==> src/rtl/sum_uart_rx_pkg.sv <==
// -----------------------------------------------------------------------------
// Package: sum_uart_pkg
// Purpose: Shared definitions for the sum-latch UART link. The transmitter and
//          the receiver both import this package, so they always agree on the
//          default bit period and the payload width.
// Contents:
//   UART_DATA_BITS    payload bits per frame (fixed at 8, no parity)
//   UART_CLKS_PER_BIT default clk cycles per bit (50 MHz / 115200)
//   rx_state_t        receiver FSM states
// -----------------------------------------------------------------------------
package sum_uart_pkg;

  localparam int UART_DATA_BITS    = 8;
  localparam int UART_CLKS_PER_BIT = 434;

  // Receiver FSM states. BREAK exists so that a line held low after a bad
  // stop bit is not mistaken for a fresh start bit.
  typedef enum logic [2:0] {
    ST_IDLE,
    ST_START,
    ST_DATA,
    ST_STOP,
    ST_BREAK
  } rx_state_t;

endpackage

==> src/rtl/sum_uart_rx_if.sv <==
// -----------------------------------------------------------------------------
// Interface: sum_uart_rx_if
// Purpose: Valid/ready byte handshake between the UART receiver (master) and
//          the board-side display/check logic (slave).
// Signals:
//   rx_data   received byte, stable while rx_valid is high
//   rx_valid  holding register full
//   rx_ready  consumer takes rx_data on a clock edge where valid&ready
// Modports:
//   master    drives rx_data/rx_valid, reads rx_ready
//   slave     reads rx_data/rx_valid, drives rx_ready
// -----------------------------------------------------------------------------
interface sum_uart_rx_if;
  import sum_uart_pkg::*;

  logic [UART_DATA_BITS-1:0] rx_data;
  logic                      rx_valid;
  logic                      rx_ready;

  modport master (output rx_data, output rx_valid, input rx_ready);
  modport slave  (input rx_data, input rx_valid, output rx_ready);

endinterface

==> src/rtl/sum_uart_rx_sync2.sv <==
// -----------------------------------------------------------------------------
// Module: sum_uart_sync2
// Purpose: Two-flop synchronizer for the asynchronous serial line. Both flops
//          reset to 1 so that an idle (high) line is seen during and right after
//          reset, and no false start bit is produced.
// Ports:
//   clk       in  system clock, rising edge
//   reset_n   in  asynchronous active-low reset
//   i_async   in  asynchronous input
//   o_sync    out synchronized copy of i_async, two clocks late
// -----------------------------------------------------------------------------
module sum_uart_sync2 (
  input  logic clk,
  input  logic reset_n,
  input  logic i_async,
  output logic o_sync
);

  logic [1:0] r_pipe;

  // Shift the raw line through two flops; only r_pipe[1] is safe to use.
  always_ff @(posedge clk or negedge reset_n) begin
    if (!reset_n) begin
      r_pipe <= 2'b11;
    end else begin
      r_pipe <= {r_pipe[0], i_async};
    end
  end

  assign o_sync = r_pipe[1];

endmodule

==> src/rtl/sum_uart_rx.sv <==
// -----------------------------------------------------------------------------
// Module: sum_uart_rx
// Purpose: 8N1 UART receiver (LSB first, idle high) for the downstream end of
//          the sum-latch link. Received bytes go into a one-entry holding
//          register read through a valid/ready interface. Bad stop bits give a
//          frame_err pulse, and bytes that arrive while the register is still
//          full give an overrun pulse.
// Parameters:
//   CLKS_PER_BIT  clk cycles per UART bit, must be >= 4
// Ports:
//   clk        in   system clock, rising edge
//   reset_n    in   asynchronous active-low reset (deasserted synchronously inside)
//   uart_rxd   in   serial line, asynchronous to clk
//   rx_if      master side of the byte handshake (rx_data/rx_valid/rx_ready)
//   rx_busy    out  high from start-bit detection until the frame ends or aborts
//   frame_err  out  1-cycle pulse, stop bit sampled low
//   overrun    out  1-cycle pulse, good frame while the holding register is full
// -----------------------------------------------------------------------------
module sum_uart_rx
  import sum_uart_pkg::*;
#(
  parameter int CLKS_PER_BIT = UART_CLKS_PER_BIT
) (
  input  logic          clk,
  input  logic          reset_n,
  input  logic          uart_rxd,
  sum_uart_rx_if.master rx_if,
  output logic          rx_busy,
  output logic          frame_err,
  output logic          overrun
);

  localparam int                BAUD_W    = $clog2(CLKS_PER_BIT);
  localparam logic [BAUD_W-1:0] HALF_LAST = BAUD_W'(CLKS_PER_BIT / 2 - 1);
  localparam logic [BAUD_W-1:0] FULL_LAST = BAUD_W'(CLKS_PER_BIT - 1);
  localparam logic [BAUD_W-1:0] BAUD_ONE  = BAUD_W'(1);
  localparam logic [2:0]        LAST_BIT  = 3'(UART_DATA_BITS - 1);

  logic [1:0]                r_rstPipe;
  logic                      w_rstN;
  logic                      w_rxdS;
  rx_state_t                 r_state;
  logic [BAUD_W-1:0]         r_baudCnt;
  logic [2:0]                r_bitCnt;
  logic [UART_DATA_BITS-1:0] r_shift;
  logic [UART_DATA_BITS-1:0] r_data;
  logic                      r_valid;
  logic                      r_busy;
  logic                      r_frameErr;
  logic                      r_overrun;

  // Reset is asserted at once but released on a clock edge, so the whole
  // receiver leaves reset in the same cycle.
  always_ff @(posedge clk or negedge reset_n) begin
    if (!reset_n) begin
      r_rstPipe <= 2'b00;
    end else begin
      r_rstPipe <= {r_rstPipe[0], 1'b1};
    end
  end

  assign w_rstN = r_rstPipe[1];

  sum_uart_sync2 u_sync (
    .clk     (clk),
    .reset_n (w_rstN),
    .i_async (uart_rxd),
    .o_sync  (w_rxdS)
  );

  // Receive FSM plus holding register. The START state waits half a bit so
  // that every later sample falls near the middle of a bit. Both counters are
  // cleared whenever a new state is entered. The holding-register handshake
  // is written first and can be overridden by a delivery in the same cycle.
  // That is how a byte read on the stop-sample edge is replaced by the new
  // byte without an overrun.
  always_ff @(posedge clk or negedge w_rstN) begin
    if (!w_rstN) begin
      r_state    <= ST_IDLE;
      r_baudCnt  <= '0;
      r_bitCnt   <= '0;
      r_shift    <= '0;
      r_data     <= '0;
      r_valid    <= 1'b0;
      r_busy     <= 1'b0;
      r_frameErr <= 1'b0;
      r_overrun  <= 1'b0;
    end else begin
      r_frameErr <= 1'b0;
      r_overrun  <= 1'b0;
      if (r_valid && rx_if.rx_ready) begin
        r_valid <= 1'b0;
      end
      case (r_state)
        ST_IDLE: begin
          if (!w_rxdS) begin
            r_state   <= ST_START;
            r_baudCnt <= '0;
            r_bitCnt  <= '0;
            r_busy    <= 1'b1;
          end
        end
        ST_START: begin
          if (r_baudCnt == HALF_LAST) begin
            r_baudCnt <= '0;
            r_bitCnt  <= '0;
            if (w_rxdS) begin
              r_state <= ST_IDLE;
              r_busy  <= 1'b0;
            end else begin
              r_state <= ST_DATA;
            end
          end else begin
            r_baudCnt <= r_baudCnt + BAUD_ONE;
          end
        end
        ST_DATA: begin
          if (r_baudCnt == FULL_LAST) begin
            r_baudCnt <= '0;
            r_shift   <= {w_rxdS, r_shift[UART_DATA_BITS-1:1]};
            if (r_bitCnt == LAST_BIT) begin
              r_state  <= ST_STOP;
              r_bitCnt <= '0;
            end else begin
              r_bitCnt <= r_bitCnt + 3'd1;
            end
          end else begin
            r_baudCnt <= r_baudCnt + BAUD_ONE;
          end
        end
        ST_STOP: begin
          if (r_baudCnt == FULL_LAST) begin
            r_baudCnt <= '0;
            r_bitCnt  <= '0;
            if (w_rxdS) begin
              r_state <= ST_IDLE;
              r_busy  <= 1'b0;
              if (!r_valid || rx_if.rx_ready) begin
                r_data  <= r_shift;
                r_valid <= 1'b1;
              end else begin
                r_overrun <= 1'b1;
              end
            end else begin
              r_state    <= ST_BREAK;
              r_frameErr <= 1'b1;
            end
          end else begin
            r_baudCnt <= r_baudCnt + BAUD_ONE;
          end
        end
        ST_BREAK: begin
          if (w_rxdS) begin
            r_state   <= ST_IDLE;
            r_baudCnt <= '0;
            r_bitCnt  <= '0;
            r_busy    <= 1'b0;
          end
        end
        default: begin
          r_state <= ST_IDLE;
          r_busy  <= 1'b0;
        end
      endcase
    end
  end

  assign rx_if.rx_data  = r_data;
  assign rx_if.rx_valid = r_valid;
  assign rx_busy        = r_busy;
  assign frame_err      = r_frameErr;
  assign overrun        = r_overrun;

endmodule

==> src/flat_wrapper.sv <==
// flat-port wrapper written by rule: the top's interface ports become plain ports
module sum_uart_rx_flat import sum_uart_pkg::*;
#(
  parameter int CLKS_PER_BIT = UART_CLKS_PER_BIT
)
  (clk, reset_n, uart_rxd, rx_busy, frame_err, overrun, rx_if_rx_data, rx_if_rx_valid, rx_if_rx_ready);
  sum_uart_rx_if rx_if_i ();
  input  logic clk;
  input  logic reset_n;
  input  logic uart_rxd;
  output logic rx_busy;
  output logic frame_err;
  output logic overrun;
  output wire logic [$bits(rx_if_i.rx_data)-1:0] rx_if_rx_data;
  output wire logic [$bits(rx_if_i.rx_valid)-1:0] rx_if_rx_valid;
  input wire logic [$bits(rx_if_i.rx_ready)-1:0] rx_if_rx_ready;
  assign rx_if_rx_data = rx_if_i.rx_data;
  assign rx_if_rx_valid = rx_if_i.rx_valid;
  assign rx_if_i.rx_ready = rx_if_rx_ready;
  sum_uart_rx #(.CLKS_PER_BIT(CLKS_PER_BIT)) u_core (.clk(clk), .reset_n(reset_n), .uart_rxd(uart_rxd), .rx_if(rx_if_i), .rx_busy(rx_busy), .frame_err(frame_err), .overrun(overrun));
endmodule
==> config.mk <==
export PLATFORM = sky130hd
export DESIGN_NAME = sum_uart_rx_flat
export DESIGN_NICKNAME = d
export VERILOG_FILES = /design/src/rtl/sum_uart_rx_pkg.sv /design/src/rtl/sum_uart_rx_if.sv /design/src/rtl/sum_uart_rx_sync2.sv /design/src/rtl/sum_uart_rx.sv /design/src/flat_wrapper.sv
export SDC_FILE = /design/constraint.sdc
export NUM_CORES = 1
export LEC_CHECK = 0
export ABC_AREA = 1
export CELL_PAD_IN_SITES_DETAIL_PLACEMENT = 1
export CELL_PAD_IN_SITES_GLOBAL_PLACEMENT = 2
export CORE_ASPECT_RATIO = 0.5
export CORE_MARGIN = 1.5
export CORE_UTILIZATION = 35
export CTS_CLUSTER_DIAMETER = 50
export DETAILED_ROUTE_END_ITERATION = 6
export PLACE_DENSITY = 0.77
export REMOVE_ABC_BUFFERS = 1
export SETUP_SLACK_MARGIN = 0.2
export SLEW_MARGIN = 25
export SYNTH_ARGS = -nofsm -noshare
export SYNTH_HDL_FRONTEND = slang
export SYNTH_SLANG_ARGS = --single-unit
==> constraint.sdc <==
create_clock -name clk -period 1.81 [get_ports clk]
set_clock_uncertainty 0.2 [all_clocks]
set_input_delay 0.2715 -clock clk [delete_from_list [all_inputs] [get_ports clk]]
set_output_delay 0.2715 -clock clk [all_outputs]
set_load 0.01 [all_outputs]
After elaboration in Yosys (flattened, before gate mapping)
Cells that the tools add are included.
{ "op_classes": {"add_sub_neg": 2, "n_eq_ne": 13, "muxes": 37, "bitwise_logic": 1, "reduce_logical": 13} }
{ "op_table": {"columns": ["cell", "count"], "rows": [
  ["$mux W3", 12],
  ["$mux W9", 4],
  ["$pmux W9 S4", 1],
  ["$pmux W3 S5", 2],
  ["$mux W1", 16],
  ["$reduce_and A6 Y1", 2],
  ["$add A9 B1 Y9 const B", 1],
  ["$eq A9 B8 Y1 const B", 1],
  ["$eq A9 B9 Y1 const B", 1],
  ["$ne A2 B1 Y1 const B", 4],
  ["$reduce_and A4 Y1", 2],
  ["$eq A3 B2 Y1 const B", 2],
  ["$eq A3 B3 Y1 const B", 2],
  ["$pmux W1 S5", 1],
  ["$reduce_bool A5 Y1", 1],
  ["$ne A2 B2 Y1 const B", 2],
  ["$reduce_bool A4 Y1", 1],
  ["$add A3 B1 Y3 const B", 1],
  ["$eq A3 B1 Y1 const B", 1],
  ["$logic_not A3 Y1", 1],
  ["$reduce_and A3 Y1", 1],
  ["$mux W2", 1],
  ["$reduce_and A2 Y1", 1],
  ["$reduce_or A2 Y1", 1],
  ["4 further kinds", 4]
]} }
{ "totals": {"register_bits": 39, "in_bits": 4, "out_inout_bits": 12} }

Depth between registers and ports, before layout
Gate-level depths: netlist of run 1.
{ "logic_depth": {"ltp_word": 6, "mapped_depth": 11, "ltp_nobuf": 11} }

Modules after synthesis
A second synthesis of run 1 with hierarchy kept.
{ "unflattened": {"hier_cells": 243, "hier_area_um2": 2049.5} }
{ "by_module_without_submodules": {"columns": ["module", "instances", "cells_each", "area_each_um2", "seq_area_each_um2"], "rows": [
  ["sum_uart_rx", 1, 241, 1996.9, 925.9],
  ["sum_uart_sync2", 1, 2, 52.6, 52.6]
]} }

Least setup slack after synthesis of run 1
OpenSTA, ideal clock, no wires.
{ "synth_timing": {"path_kind": "register to register", "startpoint": "register u_core.r_baudCnt[1]", "endpoint": "register u_core.r_data[5] (netlist: u_core.rx_if.rx_data[5])", "setup_time_ns": 0.118, "t_arrival_ns": 1.437, "path_slack_ns": 0.056, "stages_incl_launch_ff": 11, "n_path_buf": 1, "synth_period_minus_slack_ns": 1.754, "cell_sequence": "dfrtp_1 inv_1 ha_1 nand2_1 nor2_2 nand2_4 nor3_4 nand2_2 buf_6 nand2_1 o21ai_2"} }
{ "synth_via": {"elab_chain_len": 2} }
{ "synth_lines": {"columns": ["element", "line", "rtl"], "rows": [
  ["from (decl)", "sum_uart_rx.sv:43", "logic [BAUD_W-1:0] r_baudCnt;"],
  ["from (signal assigned)", "sum_uart_rx.sv:114", "r_baudCnt <= r_baudCnt + BAUD_ONE;"],
  ["from (signal assigned)", "sum_uart_rx.sv:128", "r_baudCnt <= r_baudCnt + BAUD_ONE;"],
  ["from (signal assigned)", "sum_uart_rx.sv:149", "r_baudCnt <= r_baudCnt + BAUD_ONE;"],
  ["$eq A9 B9 Y1", "sum_uart_rx.sv:132", "if (r_baudCnt == FULL_LAST) begin"],
  ["$reduce_and A4 Y1 (no line)", null, null],
  ["to (signal assigned)", "sum_uart_rx.sv:139", "r_data <= r_shift;"],
  ["to (decl)", "sum_uart_rx.sv:46", "logic [UART_DATA_BITS-1:0] r_data;"]
]} }
Every way passes these cells.
A chain may end at the register's enable or synchronous reset.

Worst setup path in the final report of run 1
{ "layout_timing": {"startpoint": "register u_core.r_baudCnt[1]", "endpoint": "register u_core.r_data[6] (netlist: u_core.rx_if.rx_data[6])"} }
The elaborated chain is that of the path after synthesis.

==> results.cfg, run 1 <==
[routing]
routed_wire_length_per_instance_microns = 13.6
routed_via_density = 4.75
m1WireLength_microns = 2260
drc_errors = 0
drt_iter0_drc = 36
detailed_route_wirelength_on_metal2_microns = 2080
routed_wl_microns = 4520
dr_wl_met3_microns = 130
detailroute.via_count = 1581
drt_first_pass_iters = 4
top_layer_used = met4
drtAntennaViolNets = 0

[synth]
synth-warning-count = 0
synth_area_per_cell_sq_um = 8.66
sequential_cell_area_fraction_in_the_yosys_report_pct = 51.8
post_synth_cell_types = 29
synthTopCellsByArea = dfrtp_1, nand2_1, inv_1
synth.ff_latch_count = 39
syn_inst = 218
mappedNetlistArea_sq_mm = 0.00189
netlist.top_cell.by_area = dfrtp_1
netlist.area_leader.share_pct = 49.0

[timing]
timing.final.setup_violations = 0
rsz0062_at_grt = yes
timing.final.max_slew_violations = 0
final_period_minus_worst_setup_slack_ns = 1.73
period_share_pct = 95.8
fmax_mhz = 576
final_number_of_hold_violating_endpoints = 0
finalHoldWorstSlack_ns = 0.0987

[placed_design]
gp_routability_congestion = 0.760
place.port_buffers = 15
place.detailed.hpwl_microns = 3040
place.detailed.instances = 313

[global_routing]
maximum_number_of_pins_on_one_net_before_global_route_repair = 38
first_pass_grt_wire_length_microns = 7600
grt_pass1_vias = 1538
globalRoute.totalOverflow = 0
grt.total_usage_pct = 17.5
number_of_antenna_violations_at_the_first_check_in_global_routing = 0

[clocking]
cts.htree.levels = 2
clk_transition_reported_paths_ns = 0.08
cts_root_buffer = clkbuf_8
clock_latency_ns = 0.29
clock-sinks = 39
clock_tree_from_tritoncts = yes
ctsLongestPathBuffers = 2
cts_made_buffers = 5

[setup_path]
critical_path.max_fanout = 8
worst_setup_path_start_kind = flip-flop
critPathRequiredTime_ns = 1.80
crit_slowest_cell = dfrtp_1
path_cells = inv_2, ha_4, nand2_2, nor2_4, nand2_4, nor3_4, buf_6, nand2_8, nand2_2, o21ai_2
worstPathArrival_ns = 1.72
rr_worst_depth = 10
timing.critical_path.slowest_cell_delay_ns = 0.40
rrSetupSlack_ns = 0.08
critical-path-top-delay-family = simple AND/OR/NAND/NOR gates
worstReg2RegStart = u_core.r_baudCnt[1]
dominant_cell_type_by_count_on_the_critical_path = nand2_2
critical_path.n_buffers_inverters = 2
cp-end-kind = flip-flop
worst-setup-path-type = flip-flop to flip-flop
worstSetupPathDepth = 10
rr_endpoint = u_core.rx_if.rx_data[6]

[cells_and_area]
nFillCells = 605
finish.cell_count_without_fillers = 333
insertedDiodeCount = 0
drive_gt1_share_pct = 38.8
layout_common_cells = nand2_1, dfrtp_1, inv_1
layout_commonest_cell = nand2_1
area_growth_pct = 41.4
final_nets = 271

[floorplanning]
floorplan.die.height_microns = 54.9
die_w_microns = 107
floorplan.die_area_sq_mm = 0.00587
core_area_sq_mm = 0.00507
floorplan.rows = 18
initial_core_utilization_pct = 37.3
pin_count = 16

[power]
irDropWorstVdd_mv = 0.598
cellLeakagePower_nw = 1.27
cellPowerDensity_mw_per_mm2 = 1140
total_power_mw = 3.06

[job]
drv_cap = 0

[min_path]
hp-class = flip-flop to async pin

[outcome]
run_status = complete, no violations
registers in the layout, indices dropped and copies added, names as in the netlist, 2 cells and up:
name,count
u_core.u_sync.r_pipe,2
u_core.r_state,3
u_core.r_bitCnt,3
u_core.r_rstPipe,2
u_core.r_shift,8
u_core.r_baudCnt,9
u_core.rx_if.rx_data,8
how the worst max path moves through the flow:
stage                             start                      end  slack (ns)
floorplan           u_core.r_baudCnt[1]  u_core.rx_if.rx_data[1]        0.05
finish              u_core.r_baudCnt[1]  u_core.rx_if.rx_data[6]        0.08
CTS                 u_core.r_baudCnt[1]  u_core.rx_if.rx_data[2]        0.06
global placement    u_core.r_baudCnt[1]       u_core.r_bitCnt[1]        0.01
global route        u_core.r_baudCnt[1]       u_core.r_bitCnt[1]       -0.03
detailed placement  u_core.r_baudCnt[1]  u_core.rx_if.rx_data[1]       -0.07
through the flow:
stage          setup slack (ns)  utilization [%]  TNS (ns)  cell area, sq um
3_5_place_dp            -0.0750             43.7    -0.525              2210
4_1_cts                  0.0566             48.8         0              2470
6_report                 0.0753             52.7         0              2670
5_1_grt                 -0.0283             52.7    -0.223              2670
3_3_place_gp             0.0102             43.7         0              2210
2_1_floorplan            0.0522                -         0              1870
cells in the mapped netlist:
| cell type | number |
|---|---|
| nor3_4 | 1 |
| conb_1 | 1 |
| inv_2 | 6 |
| nand3_1 | 11 |
| o22ai_1 | 2 |
| a21oi_1 | 1 |
| dfstp_2 | 2 |
| nand2_2 | 4 |
| nand2_4 | 1 |
| nand2_1 | 64 |
| nor2_4 | 3 |
| buf_6 | 1 |
| o21ai_2 | 7 |
| buf_2 | 1 |
| nand3b_1 | 1 |
| nor2_1 | 11 |
| nor2_2 | 2 |
| o21bai_1 | 1 |
| dfrtp_1 | 37 |
| inv_1 | 26 |
| ha_1 | 5 |
| nand3_2 | 2 |
| a22oi_1 | 2 |
| nand4_1 | 2 |
| a31oi_1 | 1 |
| nor3_1 | 4 |
| o21ai_0 | 16 |
| xor2_1 | 1 |
| a21boi_0 | 2 |
worst register-to-register path, stage by stage, from the launching register on:
cell     delay, ns
dfrtp_1       0.40
inv_2         0.09
ha_4          0.13
nand2_2       0.06
nor2_4        0.11
nand2_4       0.09
nor3_4        0.16
buf_6         0.14
nand2_8       0.09
nand2_2       0.11
o21ai_2       0.05
per-layer routing:
metal,vias to the layer above,global-route usage [%]
li1,777,-
met5,-,0
met2,18,27.9
met3,7,5.27
met4,0,4.67
met1,779,23.8
final cells by class:
| cell class | instances | area [sq um] | area share (%) |
|---|---|---|---|
| Inverter | 32 | 140 | 5.25 |
| Clock buffer | 6 | 72.6 | 2.72 |
| Timing Repair Buffer | 38 | 342 | 12.8 |
| Multi-Input combinational cell | 146 | 1040 | 38.8 |
| Sequential cell | 39 | 980 | 36.7 |
| Tap cell | 70 | 87.6 | 3.28 |
| Clock inverter | 2 | 12.5 | 0.469 |
logic make-up after synthesis:
group                    count (synthesis)  synth area share (%)
other                                    1                 0.199
adder cells (fa/ha/maj)                  5                  3.31
XOR/XNOR                                 1                 0.464
buffers and inverters                   34                  7.22
flip-flops                              39                  51.8
AO/OA/AOI/OAI                           32                  10.7
AND/OR/NAND/NOR                        106                  26.2
what timing repair did:
item,CTS,global route
hold endpoints to repair,2,0
cloned,1,0
setup endpoints to repair,46,34
setup buffers,7,3
hold buffers,1,0
pin swaps,9,8
gates resized for setup,50,53
power breakdown:
group | total [mW] | internal, mW | switching (mW)
combinational | 1.42 | 0.610 | 0.809
sequential | 1.05 | 0.967 | 0.0846
clock | 0.585 | 0.269 | 0.316
Note: power is estimated with default switching activity, not from simulation.
==> run 2: changes to the inputs <==
--- a/config.mk
+++ b/config.mk
@@ -19,4 +19,5 @@
 export SLEW_MARGIN = 25
 export SYNTH_ARGS = -nofsm -noshare
 export SYNTH_HDL_FRONTEND = slang
+export SYNTH_HIERARCHICAL = 1
 export SYNTH_SLANG_ARGS = --single-unit
==> results.cfg, run 2 <==
[outcome]
run_status = complete, no violations

[clocking]
cts_made_buffers = 5
cts.htree.levels = 2
clock_tree_from_tritoncts = yes
clock_latency_ns = 0.28
clk_transition_reported_paths_ns = 0.06
clock-sinks = 39
ctsLongestPathBuffers = 2
cts_root_buffer = clkbuf_16

[placed_design]
place.detailed.hpwl_microns = 3620
place.detailed.instances = 341
place.port_buffers = 15
dpl-instance-area_sq_mm = 0.00235
dp_slack_ns = 0.00210
gp_routability_congestion = 0.821

[setup_path]
worstReg2RegStart = u_core/r_baudCnt[1]
rr_worst_depth = 9
dominant_cell_type_by_count_on_the_critical_path = nand2_2
worstPathArrival_ns = 1.63
critical_path.max_fanout = 8
critPathRequiredTime_ns = 1.78
timing.critical_path.slowest_cell_delay_ns = 0.38
path_cells = inv_2, ha_4, nand2_2, nor2_4, nand2_4, inv_8, nand3_4, nand2_2, o21ai_2
crit_slowest_cell = dfrtp_1
rr_endpoint = u_core/rx_if.rx_data[3]
rrSetupSlack_ns = 0.15
worst-setup-path-type = flip-flop to flip-flop
cp-end-kind = flip-flop
worst_setup_path_start_kind = flip-flop

[synth]
mappedNetlistArea_sq_mm = 0.00205
sequential_cell_area_fraction_in_the_yosys_report_pct = 47.7
synth_area_per_cell_sq_um = 8.43
yosysMostFrequentCell = nand2_1
ys_async_sr_fraction_pct = 100
post_synth_cell_types = 27
synthTopCellsByArea = dfrtp_1, nand2_1, nand3_1
synth_edf_count = 0
netlist.area_leader.share_pct = 45.2
synth-warning-count = 6
synth.ff_latch_count = 39
synth.cells.most_frequent = nand2_1, dfrtp_1, inv_1
syn_inst = 243
netlist.top_cell.by_area = dfrtp_1
ys_flop_type = dfrtp_1

[routing]
drt_iter0_drc = 76
routed_via_density = 4.91
detailroute.via_count = 1779
routed_wire_length_per_instance_microns = 15.4
drtAntennaViolNets = 0
drt_first_pass_iters = 4
drc_errors = 0
routed_wl_microns = 5570

[timing]
final.setup.tns_ns = 0
timing.final.max_slew_violations = 0
rsz0062_at_grt = yes
timing.final.setup_violations = 0
fmax_mhz = 602
post-route-worst-setup-slack_ns = 0.149
final_number_of_hold_violating_endpoints = 0
period_share_pct = 91.8
final_period_minus_worst_setup_slack_ns = 1.66
finalHoldWorstSlack_ns = 0.110

[cells_and_area]
largest_reg_flops = 9
fin_util_pct = 52.5
largest-register = u_core/r_baudCnt
layout_commonest_cell = nand2_1
multi_input_area_sq_mm = 0.00116
insertedDiodeCount = 0
drive_gt1_share_pct = 36.7
finish.cell_count_without_fillers = 362
final_nets = 297
layout.area.seq_sq_um = 986
nFillCells = 643
layout_common_cells = nand2_1, dfrtp_1, inv_1
final_area_sq_mm = 0.00292
area_growth_pct = 42.4

[power]
cellPowerDensity_mw_per_mm2 = 1280
irDropWorstVdd_mv = 0.812
total_power_mw = 3.74
cellLeakagePower_nw = 1.38

[floorplanning]
initial_core_utilization_pct = 36.8
die_w_microns = 111
pin_count = 16
floorplan.die.height_microns = 57.1
floorplan.die_area_sq_mm = 0.00635
floorplan.rows = 19
core_area_sq_mm = 0.00556

[global_routing]
first_pass_grt_wire_length_microns = 9430
grt_pass1_vias = 1877
grt.total_usage_pct = 19.1
maximum_number_of_pins_on_one_net_before_global_route_repair = 38
number_of_antenna_violations_at_the_first_check_in_global_routing = 0
globalRoute.totalOverflow = 0

[min_path]
hp-class = flip-flop to async pin

[job]
drv_cap = 0
-- run 2: cell count changes in the layout (fill, tap and decap cells not counted), sizes merged, moves of 3 or more --
cell	before	now
nand4	2	11
nand3	13	29
nor2	16	25
o21ai	23	20
-- run 2: logic make-up after synthesis --
family / synth area share, %
xor+xnor: 1.28
buf+inv: 7.14
other cells: 0.183
fa+ha+maj: 3.05
simple gates: 34.0
compound gates: 6.59
flops: 47.7
-- run 2: power breakdown --
group / total (mW) / leakage (nW) / internal [mW] / switching [mW]
sequential: 1.11 / 0.514 / 0.977 / 0.132
combinational: 1.49 / 0.773 / 0.654 / 0.835
clock: 1.14 / 0.0911 / 0.791 / 0.353
total: 3.74 / 1.38 / 2.42 / 1.32
-- run 2: how the worst max path moves through the flow --
stage | start | end | slack, ns | cells after the start
global placement | u_core/r_baudCnt[1] | u_core/rx_if.rx_data[4] | 0.07 | 9
finish | u_core/r_baudCnt[1] | u_core/rx_if.rx_data[3] | 0.15 | 9
floorplan | u_core/r_baudCnt[1] | u_core/rx_if.rx_data[0] | 0.15 | 9
detailed placement | u_core/r_baudCnt[1] | u_core/rx_if.rx_data[3] | 0.002 | 9
global route | u_core/r_baudCnt[1] | u_core/rx_if.rx_data[5] | 0.07 | 9
CTS | u_core/r_baudCnt[1] | u_core/rx_if.rx_data[5] | 0.14 | 9
-- run 2: critical path: cells and delay by family (launching register included) --
family,cells,cell delay (ns)
AND/OR/NAND/NOR,5,0.56
adder cells (fa/ha/maj),1,0.13
AO/OA/AOI/OAI,1,0.05
flip-flops,1,0.38
buffers and inverters,2,0.22
-- run 2: layout make-up --
cell class,instances,area share [%]
clock inverters,2,2.06
repair buffers,39,12.8
inverters,30,4.11
multi-input cells,173,39.7
flip-flops and latches,39,33.8
well taps,73,3.13
clock buffers,6,4.41
-- run 2: what timing repair did --
item,4_1_cts,5_1_grt
endpoints found under the hold margin,2,0
pin swaps,9,17
gates cloned,2,0
hold buffers,1,0
setup endpoints to repair,43,34
resized for setup,48,36
setup buffers,4,6
-- run 2: layer usage --
metal / up-vias / share of wire [%] / track usage [%]
li1: 878 / - / -
met1: 882 / 51 / 27.3
met2: 17 / 46 / 30.3
met3: 2 / 2.9 / 4.78
met4: 0 / 0.20 / 2.71
met5: - / 0 / 0
==> run 3: changes to the inputs <==
--- a/config.mk
+++ b/config.mk
@@ -14,6 +14,7 @@
 export CTS_CLUSTER_DIAMETER = 50
 export DETAILED_ROUTE_END_ITERATION = 6
 export PLACE_DENSITY = 0.77
+export RECOVER_POWER = 50
 export REMOVE_ABC_BUFFERS = 1
 export SETUP_SLACK_MARGIN = 0.2
 export SLEW_MARGIN = 25
==> results.cfg, run 3 (synthesis gave the netlist of run 2 again) <==
[outcome]
run_status = complete, no violations

[setup_path]
critical_path.n_buffers_inverters = 2
worstReg2RegStart = u_core/r_baudCnt[1]
critical_path.max_fanout = 8
timing.critical_path.slowest_cell_delay_ns = 0.38
critical-path-top-delay-family = simple AND/OR/NAND/NOR gates
worst_setup_path_start_kind = flip-flop
dominant_cell_type_by_count_on_the_critical_path = nand2_2
critPathRequiredTime_ns = 1.78
worstPathArrival_ns = 1.63
cp-end-kind = flip-flop
rrSetupSlack_ns = 0.15
rr_worst_depth = 9
rr_endpoint = u_core/rx_if.rx_data[3]
path_cells = inv_2, ha_4, nand2_2, nor2_4, nand2_4, inv_8, nand3_4, nand2_2, o21ai_2
crit_slowest_cell = dfrtp_1
worst-setup-path-type = flip-flop to flip-flop

[timing]
post-route-worst-setup-slack_ns = 0.152
fmax_mhz = 603
timing.final.setup_violations = 0
final_number_of_hold_violating_endpoints = 0
rsz0062_at_grt = yes
maxSlewHeadroom_pct = 35.0
tightestPinTransition_ns = 0.976
timing.final.max_slew_violations = 0
final_period_minus_worst_setup_slack_ns = 1.66
final.setup.tns_ns = 0
period_share_pct = 91.6

[clocking]
clock-sinks = 39
clk_transition_reported_paths_ns = 0.06
ctsLongestPathBuffers = 2
cts.htree.levels = 2
cts_root_buffer = clkbuf_16
cts_made_buffers = 5
clock_tree_from_tritoncts = yes
clock_latency_ns = 0.28

[global_routing]
grt.total_usage_pct = 19.1
groute.layer.met2.usage_pct = 30.3
grt_pass1_vias = 1877
grtUsageMet3_pct = 4.78
globalRoute.totalOverflow = 0
maximum_number_of_pins_on_one_net_before_global_route_repair = 38
grt.met1_usage_pct = 27.3
top_usage_layer = met2
number_of_antenna_violations_at_the_first_check_in_global_routing = 0
first_pass_grt_wire_length_microns = 9430

[placed_design]
dpl-instance-area_sq_mm = 0.00235
place.port_buffers = 15
gp_routability_congestion = 0.821
dp_slack_ns = 0.00210
place.detailed.hpwl_microns = 3620

[cells_and_area]
final_area_sq_mm = 0.00291
largest_reg_flops = 9
largest-register = u_core/r_baudCnt
layout_common_cells = nand2_1, dfrtp_1, inv_1
fin_util_pct = 52.4
layout_commonest_cell = nand2_1
drive_gt1_share_pct = 36.7
nFillCells = 642
insertedDiodeCount = 0
final_nets = 297
area_growth_pct = 42.2

[power]
total_power_mw = 3.74
netSwitchingFraction_pct = 35.3
power_share_of_the_sequential_group_pct = 29.7
irDropWorstVdd_mv = 0.812
cellPowerDensity_mw_per_mm2 = 1280
power.share.combinational_pct = 39.8
p_int_mw = 2.42
clockPowerShare_pct = 30.6
net-switching-power_mw = 1.32
cellLeakagePower_nw = 1.36

[floorplanning]
floorplan.die_area_sq_mm = 0.00635
floorplan.die.height_microns = 57.1
initial_core_utilization_pct = 36.8
pin_count = 16
die_w_microns = 111
floorplan.rows = 19
core_area_sq_mm = 0.00556

[min_path]
hold_path_end = u_core/r_rstPipe[1]
worstHoldStart = u_core/r_rstPipe[0]
hp-class = flip-flop to flip-flop
hold_path_depth = 0

[routing]
drtAntennaViolNets = 0
drt_first_pass_iters = 4
drt_iter0_drc = 76
routed_via_density = 4.91
drc_errors = 0
routed_wl_microns = 5560
routed_wire_length_per_instance_microns = 15.4
detailroute.via_count = 1779

[job]
drv_cap = 0
[run 3: changes by cell type in the layout (fill, tap and decap cells not counted), sizes merged]
cell           delta
dlymetal6s2s      -1
clkdlybuf4s25     +1
buf               -1
clkbuf            +1
dlygate4sd3       +2
clkdlybuf4s50     -2
[run 3: worst register-to-register path, cell delays in order, from the launching register on]
cell     delay [ns]
dfrtp_1        0.38
inv_2          0.11
ha_4           0.14
nand2_2        0.06
nor2_4         0.11
nand2_4        0.10
inv_8          0.11
nand3_4        0.16
nand2_2        0.12
o21ai_2        0.05
[run 3: layout make-up]
| class | instances | area [sq um] | area share [%] |
|---|---|---|---|
| clock buffer | 6 | 129 | 4.42 |
| clock inverter | 2 | 60.1 | 2.06 |
| inverter | 30 | 120 | 4.12 |
| multi-input combinational | 173 | 1160 | 39.8 |
| sequential | 39 | 986 | 33.8 |
| tap | 73 | 91.3 | 3.13 |
| timing repair buffer | 39 | 368 | 12.6 |
[run 3: worst max-delay path by stage]
stage | from | end | depth (start not counted)
after floorplan | u_core/r_baudCnt[1] | u_core/rx_if.rx_data[0] | 9
after global placement | u_core/r_baudCnt[1] | u_core/rx_if.rx_data[4] | 9
after detailed placement | u_core/r_baudCnt[1] | u_core/rx_if.rx_data[3] | 9
after CTS | u_core/r_baudCnt[1] | u_core/rx_if.rx_data[5] | 9
after global routing | u_core/r_baudCnt[1] | u_core/rx_if.rx_data[5] | 9
final | u_core/r_baudCnt[1] | u_core/rx_if.rx_data[3] | 9
[run 3: power groups by stage]
stage	clock (mW)	sequential [mW]	combinational, mW
finish	1.14	1.11	1.49
global route	1.21	1.12	1.63
CTS	1.17	1.09	1.22
detailed placement	0	1.09	1.00
global placement	0	1.09	0.968
floorplan	0	1.09	0.619
[run 3: stage by stage]
stage | std cells | hold slack (ns)
6_report | 362 | 0.157
5_1_grt | 362 | 0.170
4_1_cts | 356 | 0.143
3_5_place_dp | 341 | 0.136
3_3_place_gp | 341 | 0.117
2_1_floorplan | 240 | -0.224
[run 3: per-layer routing]
metal	up-vias	routed length, microns
li1	879	-
met1	881	2820
met2	17	2570
met3	2	159
met4	0	11
met5	-	0
[run 3: what timing repair did]
| item | 4_1_cts | 5_1_grt |
|---|---|---|
| resized for setup | 48 | 36 |
| gates cloned | 2 | 0 |
| hold endpoints to repair | 2 | 0 |
| pin swaps | 9 | 17 |
| endpoints found under the setup margin | 43 | 34 |
| setup buffers | 4 | 6 |
| hold buffers | 1 | 0 |
